**config.mk**
```make
export PLATFORM = sky130hd
export DESIGN_NAME = pc_gen
export DESIGN_NICKNAME = d
export VERILOG_FILES = /design/src/rtl/pc_gen_pkg.sv /design/src/rtl/pc_gen.sv
export SDC_FILE = /design/constraint.sdc
export NUM_CORES = 1
export LEC_CHECK = 0
export ABC_AREA = 1
export CAP_MARGIN = 20
export CORE_MARGIN = 3
export CORE_UTILIZATION = 51
export CTS_BUF_LIST = sky130_fd_sc_hd__clkbuf_16
export CTS_CLUSTER_SIZE = 28
export DETAILED_ROUTE_END_ITERATION = 6
export MAX_ROUTING_LAYER = met4
export PLACE_DENSITY = 0.81
export SLEW_MARGIN = 5
export SYNTH_ARGS = -nofsm -noshare
export SYNTH_HDL_FRONTEND = slang
export SYNTH_SLANG_ARGS = --single-unit
```
**constraint.sdc**
```tcl
create_clock -name clk -period 1.6 [get_ports clk]
set_input_delay 0.48 -clock clk [delete_from_list [all_inputs] [get_ports clk]]
set_output_delay 0.48 -clock clk [all_outputs]
set_load 0.005 [all_outputs]
```
**src/rtl/pc_gen_pkg.sv**
```systemverilog
// Shared fetch-side definitions: PC generator state encoding, boot/exception
// vectors and the MIPS opcode/rt field values used by the branch decode.
package pc_gen_pkg;

    typedef enum logic [1:0] {
        PCG_BOOT    = 2'd0,
        PCG_RUN     = 2'd1,
        PCG_WAIT_DS = 2'd2
    } pcg_state_e;

    localparam logic [31:0] PCG_RESET_PC      = 32'hBFC0_0000;
    localparam logic [31:0] PCG_EXC_VEC_BEV   = 32'hBFC0_0380;
    localparam logic [31:0] PCG_EXC_VEC_NORM  = 32'h8000_0180;
    localparam logic [31:0] PCG_INST_BYTES    = 32'd4;
    localparam int unsigned PCG_BOOT_CNT_W    = 4;

    localparam logic [5:0] OP_SPECIAL = 6'h00;
    localparam logic [5:0] OP_REGIMM  = 6'h01;
    localparam logic [5:0] OP_J       = 6'h02;
    localparam logic [5:0] OP_JAL     = 6'h03;
    localparam logic [5:0] OP_BEQ     = 6'h04;
    localparam logic [5:0] OP_BNE     = 6'h05;
    localparam logic [5:0] OP_BLEZ    = 6'h06;
    localparam logic [5:0] OP_BGTZ    = 6'h07;

    localparam logic [4:0] RT_BLTZ    = 5'h00;
    localparam logic [4:0] RT_BGEZ    = 5'h01;
    localparam logic [4:0] RT_BLTZAL  = 5'h10;
    localparam logic [4:0] RT_BGEZAL  = 5'h11;

    // Sequential fetch successor; wraps naturally at the top of the 32-bit space.
    function automatic logic [31:0] pcg_seq_next(input logic [31:0] pc);
        return pc + PCG_INST_BYTES;
    endfunction

endpackage

```
**src/rtl/pc_gen.sv**
```systemverilog
// Fetch-side PC generator: turns EX branch resolution and commit redirects into
// the I-side request stream, holding redirects until the delay slot is fetched.
// Optional macro PC_ADDR_ERR_EN adds the addr_err output for misaligned PCs.
//
// state       | meaning
// ------------+-----------------------------------------------------------
// PCG_BOOT    | post-reset quiet period, no fetch requests
// PCG_RUN     | normal fetch, pc advances by 4 on each accept
// PCG_WAIT_DS | branch resolved before its delay slot was fetched; hold
//             | the target until the slot at the current pc is accepted
module pc_gen
    import pc_gen_pkg::*;
#(
    parameter logic [31:0] RESET_PC    = PCG_RESET_PC,
    parameter int unsigned BOOT_CYCLES = 1
) (
    input  logic        clk,
    input  logic        resetn,
    input  logic        branch_taken,
    input  logic [31:0] pc_branch_target,
    input  logic        ds_in_pipe,
    input  logic        exc_flush,
    input  logic [31:0] exc_target,
    output logic        inst_req,
    output logic [31:0] inst_addr,
    input  logic        inst_addr_ok,
    output logic        if_kill,
    output logic        fetch_busy
`ifdef PC_ADDR_ERR_EN
    ,
    output logic        addr_err
`endif
);

    localparam logic [PCG_BOOT_CNT_W-1:0] BOOT_LAST = PCG_BOOT_CNT_W'(BOOT_CYCLES - 1);

    pcg_state_e                 state_q, state_d;
    logic [31:0]                pc_q, pc_d;
    logic [31:0]                pend_tgt_q, pend_tgt_d;
    logic [PCG_BOOT_CNT_W-1:0]  boot_cnt_q, boot_cnt_d;
    logic                       req_en;
    logic                       accept;

`ifdef PC_ADDR_ERR_EN
    logic addr_err_q, addr_err_d;

    // A misaligned pc stays flagged until a commit redirect replaces it.
    always_comb begin
        addr_err_d = addr_err_q | (pc_d[1:0] != 2'b00);
        if (exc_flush) begin
            addr_err_d = (exc_target[1:0] != 2'b00);
        end
    end

    always_ff @(posedge clk or negedge resetn) begin
        if (!resetn) begin
            addr_err_q <= 1'b0;
        end else begin
            addr_err_q <= addr_err_d;
        end
    end

    assign addr_err  = addr_err_q;
    assign req_en    = (state_q != PCG_BOOT) & ~addr_err_q;
    assign inst_addr = pc_q;
`else
    assign req_en    = (state_q != PCG_BOOT);
    assign inst_addr = {pc_q[31:2], 2'b00};
`endif

    assign inst_req   = req_en;
    assign accept     = req_en & inst_addr_ok;
    assign fetch_busy = (state_q == PCG_WAIT_DS);

    always_comb begin
        state_d    = state_q;
        pc_d       = pc_q;
        pend_tgt_d = pend_tgt_q;
        boot_cnt_d = boot_cnt_q;
        if_kill    = 1'b0;

        if (exc_flush) begin
            pc_d       = exc_target;
            state_d    = PCG_RUN;
            pend_tgt_d = '0;
            if_kill    = 1'b1;
        end else begin
            unique case (state_q)
                PCG_BOOT: begin
                    if (boot_cnt_q == BOOT_LAST) begin
                        state_d = PCG_RUN;
                    end else begin
                        boot_cnt_d = boot_cnt_q + 1'b1;
                    end
                end
                PCG_RUN: begin
                    if (branch_taken) begin
                        if (ds_in_pipe) begin
                            // Slot already fetched: current pc is past the slot.
                            pc_d    = pc_branch_target;
                            if_kill = 1'b1;
                        end else if (accept) begin
                            pc_d = pc_branch_target;
                        end else begin
                            pend_tgt_d = pc_branch_target;
                            state_d    = PCG_WAIT_DS;
                        end
                    end else if (accept) begin
                        pc_d = pcg_seq_next(pc_q);
                    end
                end
                PCG_WAIT_DS: begin
                    // A second branch here sits in a delay slot and is ignored.
                    if (accept) begin
                        pc_d       = pend_tgt_q;
                        pend_tgt_d = '0;
                        state_d    = PCG_RUN;
                    end
                end
                default: begin
                    state_d = PCG_BOOT;
                end
            endcase
        end
    end

    always_ff @(posedge clk or negedge resetn) begin
        if (!resetn) begin
            state_q    <= PCG_BOOT;
            pc_q       <= RESET_PC;
            pend_tgt_q <= '0;
            boot_cnt_q <= '0;
        end else begin
            state_q    <= state_d;
            pc_q       <= pc_d;
            pend_tgt_q <= pend_tgt_d;
            boot_cnt_q <= boot_cnt_d;
        end
    end

endmodule

```
**Word level (Yosys, flattened, before mapping)**

Index checks and enable logic that the tools add are counted.

- Register bits: 70
- Input bits: 70
- Word-level logic and storage cells: 50

- $add $sub $neg: 2
- Eq/ne operators: 9
- Multiplexer cells: 24
- Bitwise operators: 3
- Reduce and logical (&&, ||, !) cells: 8

Operators with widths:

| kind | number |
|---|---|
| two-way mux 32 bit | 11 |
| one-hot mux 32 bit (2 select lines) | 2 |
| adder 32 x 3 -> 32 bit, second input constant | 1 |
| two-way mux 2 bit | 6 |
| != test 3 bit, second input constant | 4 |
| AND reduction 5 bit | 2 |
| != test 4 bit, second input constant | 2 |
| one-hot mux 2 bit (3 select lines) | 1 |
| adder 4 x 1 -> 4 bit, second input constant | 1 |
| logical NOT 4 bit | 1 |
| two-way mux 1 bit | 4 |
| AND reduction 4 bit | 1 |
| != test 3 x 2 -> 1 bit, second input constant | 1 |
| AND reduction 3 bit | 1 |
| nonzero test 3 bit | 1 |
| equality test 2 x 1 -> 1 bit, second input constant | 1 |
| equality test 2 bit, second input constant | 1 |
| logical NOT 2 bit | 1 |
| inverter 1 bit | 2 |
| nonzero test 2 bit | 1 |
| bitwise AND 1 bit | 1 |

**Logic depth before layout (Yosys ltp)**

- Depth after elaboration: 7
- Depth in mapped cells: 10
- Mapped depth without buffers: 10

**Worst setup path after synthesis**

No wires, ideal clock.

- Path kind: input-to-reg
- From: input exc_flush
- To: register pend_tgt_q[10]
- Setup time: 123 ps
- Data arrival time: 1,439 ps
- Slack: 39 ps
- Stages on the path: 9
- Buffers on the path: 3
- Cells stage by stage: buf_2 > nor2_2 > nand2_2 > nand2_2 > nor2_4 > buf_6 > buf_6 > nand3_2 > o21ai_2

- Longest elaborated chain between the ends: 2

RTL lines:

| element | RTL line | text |
|---|---|---|
| start: declaration | pc_gen.sv:22 | `input logic exc_flush,` |
| != test 3 bit (no line) (tied with other cells) | -- |  |
| AND reduction 5 bit (no line) | -- |  |
| end signal: assignment | pc_gen.sv:136 | `pend_tgt_q <= pend_tgt_d;` |
| end: declaration | pc_gen.sv:39 | `logic [31:0] pend_tgt_q, pend_tgt_d;` |

Several ways; a longest one is shown, not always the timed one.
A chain may end at the register's enable or synchronous reset.

**Final worst setup path**

- From: register pc_q[11]
- To: register pc_q[17]

- Longest elaborated chain between the ends: 5

RTL lines:

| element | RTL line | text |
|---|---|---|
| start: declaration | pc_gen.sv:38 | `logic [31:0] pc_q, pc_d;` |
| start signal: assignment | pc_gen.sv:135 | `pc_q <= pc_d;` |
| adder 32 x 3 -> 32 bit | pc_gen_pkg.sv:33 | `return pc + PCG_INST_BYTES;` |
| two-way mux 32 bit | pc_gen.sv:108 | `end else if (accept) begin` |
| two-way mux 32 bit | pc_gen.sv:97 | `if (branch_taken) begin` |
| one-hot mux 32 bit (2 select lines) | pc_gen.sv:88 | `unique case (state_q)` |
| two-way mux 32 bit | pc_gen.sv:82 | `if (exc_flush) begin` |

No other way between the ends. The select of a mux whose other input is x is not followed.

==> results.json <==
{
  "cts_hold_buffers": 0,
  "yosys-top-cells-area": "dfrtp_1 31%, nand2_1 13%, nor2_1 11%, inv_1 6.3%, o21ai_0 6.0%",
  "reg2reg_to": "pc_q[17]",
  "totalWireLength_um": 17770,
  "grt_usage_pct": 31.15,
  "syn_to_final_growth_pct": 56.94,
  "criticalPathCategory": "flip-flop to flip-flop",
  "post_drt_wl_per_cell_um": 18.08,
  "r2r_slack_ns": -0.19,
  "cts-buffers-inserted": 9,
  "critical_path_arrival_ns": 2.03,
  "antenna_cells": 0,
  "synth_top_area_share_pct": 30.60,
  "grt_max_degree": 44,
  "drt_iter0_drc": 424,
  "fin_crit_sh_pct": 112.1,
  "clock_latency_ns": 0.33,
  "synthCells": 686,
  "antenna_found_initial": 0,
  "required_ns": 1.83,
  "power_density_nw_per_um2": 1817,
  "initial_utilization_pct": 52.93,
  "die_h_um": 101.6,
  "die-area_um2": 10320,
  "cp-start-kind": "flip-flop",
  "grt_pass1_wl_um": 24670,
  "cap_violations": 0,
  "crit_path_end_kind": "flip-flop",
  "place_congestion": 0.9420,
  "report.final.hold_viol_count": 0,
  "yosysSeqAreaShare_pct": 35.68,
  "tritoncts": "built",
  "fp-row-count": 34,
  "num_io_pins": 105,
  "yosysWarnings": 0,
  "fmax_ghz": 0.5576,
  "timing.rr.start": "pc_q[11]",
  "status": "finished with violations",
  "antenna_left": 0,
  "num-nets-final": 943,
  "avgSynthCellArea_um2": 6.794,
  "cts_max_level": 3,
  "fin_ws_ns": -0.1935,
  "rsz0062_at_grt": "yes",
  "ir_drop_mv": 1.041,
  "drtPass1Iterations": 5,
  "finalSetupViolations": 31,
  "layout-drive-gt1-share_pct": 32.46,
  "worstPathMaxFanout": 4,
  "io_buffers": 98,
  "grt_overflow_total": 0,
  "clockBufferDepth": 2,
  "stdcell_area_um2": 7315,
  "fill_cells": 568,
  "violations": "negative setup slack",
  "hold_class": "primary input to asynchronous set/reset pin",
  "die_w_um": 101.6,
  "route.detailed.drc": 0,
  "syn_area_um2": 4661,
  "utilization_pct": 83.06,
  "fin_total_pwr_mw": 13.29,
  "clock-root-buffer": "clkbuf_16",
  "hpwl_um": 10340,
  "power.leakage_nw": 3.427,
  "via_per_inst": 5.680,
  "core_um2": 8806,
  "fin_crit_ns": 1.794,
  "worst_r2r_path_depth": 9,
  "ys_types": 35,
  "dr_total_vias": 5583,
  "skew_ns": 0.007729,
  "tns_ns": -1.465,
  "clk_pin_slew_ns": 0.06,
  "dpl_cell_area_um2": 6072,
  "cts.sinks": 66,
  "grt_pass1_vias": 5100,
  "drv_slew": 0,
  "yosysTopAreaCell": "dfrtp_1",
  "ys_ff_latch": 66,
  "fin_hold_ws_ns": 0.1204
}
repair_timing:
action                                  CTS  global route
gates cloned                              3             7
pin swaps                                 5            42
buffers inserted                         39             9
endpoints found under the setup margin   93            63
resized for setup                        84           111
hold endpoints to repair                  0             0
Yosys cell counts:
cell type and number:
a22oi_1 10, xnor2_1 3, o311ai_0 1, nand3_1 45
nor2_1 135, inv_2 7, ha_1 3, o21ai_0 56
nor2_4 2, o31ai_1 1, or2_0 2, xor2_1 9
nand4_1 3, o21ai_1 1, buf_6 3, nand2_2 3
a21oi_1 14, buf_1 3, nor2_2 3, o221ai_1 1
dfrtp_1 57, a21boi_1 3, nand3b_4 1, buf_2 9
dfstp_2 9, inv_1 78, conb_1 1, a2bb2oi_1 2
o31ai_4 1, buf_4 7, nand3_2 20, o21ai_2 20
clkbuf_1 9, a31o_2 1, nand2_1 163
state kept, by name, indices dropped and copies added (netlist names):
signal	count
state_q	2
pend_tgt_q	30
boot_cnt_q	4
pc_q	30
worst max path at each step:
| stage | from | endpoint | slack, ns | cells after the start |
|---|---|---|---|---|
| finish | pc_q[11] | pc_q[17] | -0.19 | 9 |
| global route | pc_q[12] | pc_q[17] | -0.17 | 9 |
| CTS | pc_q[3] | pc_q[18] | -0.005 | 9 |
| detailed placement | ds_in_pipe | if_kill | -0.60 | 4 |
| global placement | branch_taken | if_kill | -0.57 | 4 |
| floorplan | exc_flush | pend_tgt_q[10] | 0.04 | 9 |
where the power goes:
group	switching [mW]	total (mW)	internal [mW]	leakage, nW
sequential	0.466	3.05	2.58	0.795
combinational	4.47	8.27	3.80	2.49
clock	0.784	1.97	1.19	0.144
total	5.72	13.3	7.57	3.43
cells in the final DEF, fill, tap and decap left out, types with 5 or more instances in the layout:
cell,count
nand2_1,144
nor2_1,94
buf_4,79
inv_1,76
clkdlybuf4s50_1,60
dfrtp_1,50
o21ai_0,48
nand3_1,41
nor2_2,29
dlygate4sd2_1,27
o21ai_2,21
nand2_2,20
nand3_2,18
nor2_4,17
clkbuf_16,13
inv_2,10
buf_6,10
a21oi_1,9
dfstp_2,9
buf_12,9
o21ai_1,8
xor2_1,8
a22oi_2,7
dfrtp_2,7
nand3_4,6
a21oi_2,5
clkdlybuf4s15_1,5
buf_2,5
cell families after synthesis:
group / after synthesis / share of synthesized area (%)
AND/OR/NAND/NOR: 377 / 35.52
buffers and inverters: 116 / 10.63
AO/OA/AOI/OAI: 111 / 15.03
flip-flops: 66 / 35.68
XOR/XNOR: 12 / 2.255
adder cells (fa/ha/maj): 3 / 0.8055
other: 1 / 0.08046
layer usage:
| metal | track usage (%) | part of all wire, % | wire length [um] |
|---|---|---|---|
| met5 | - | 0 | 0 |
| met4 | 8.282 | 3.8 | 680 |
| met3 | 3.444 | 8.9 | 1575 |
| met2 | 53.07 | 50 | 8823 |
| met1 | 39.34 | 38 | 6693 |
worst max-delay path, stage by stage (launching register included):
cell     delay [ns]
dfrtp_2        0.39
buf_4          0.15
nand2_1        0.11
nor2_2         0.21
nand2_2        0.14
nor2_1         0.23
nand2_1        0.11
nand3_1        0.10
nand2_1        0.07
a22oi_1        0.19
stage by stage:
stage | std cells | setup WS, ns
final | 983 | -0.1935
after global routing | 983 | -0.1748
after CTS | 967 | -0.005437
after detailed placement | 910 | -0.6037
after global placement | 910 | -0.5738
after floorplan | 687 | 0.03868
area by class of cell:
class / count / area (um2) / area share (%)
clock inverters: 7 / 62.56 / 0.8553
repair buffers: 202 / 1981 / 27.08
flip-flops and latches: 66 / 1672 / 22.85
inverters: 85 / 321.6 / 4.396
clock buffers: 9 / 225.2 / 3.079
multi-input cells: 506 / 2918 / 39.89
well taps: 108 / 135.1 / 1.847
Power figures use the tool's default switching activity.
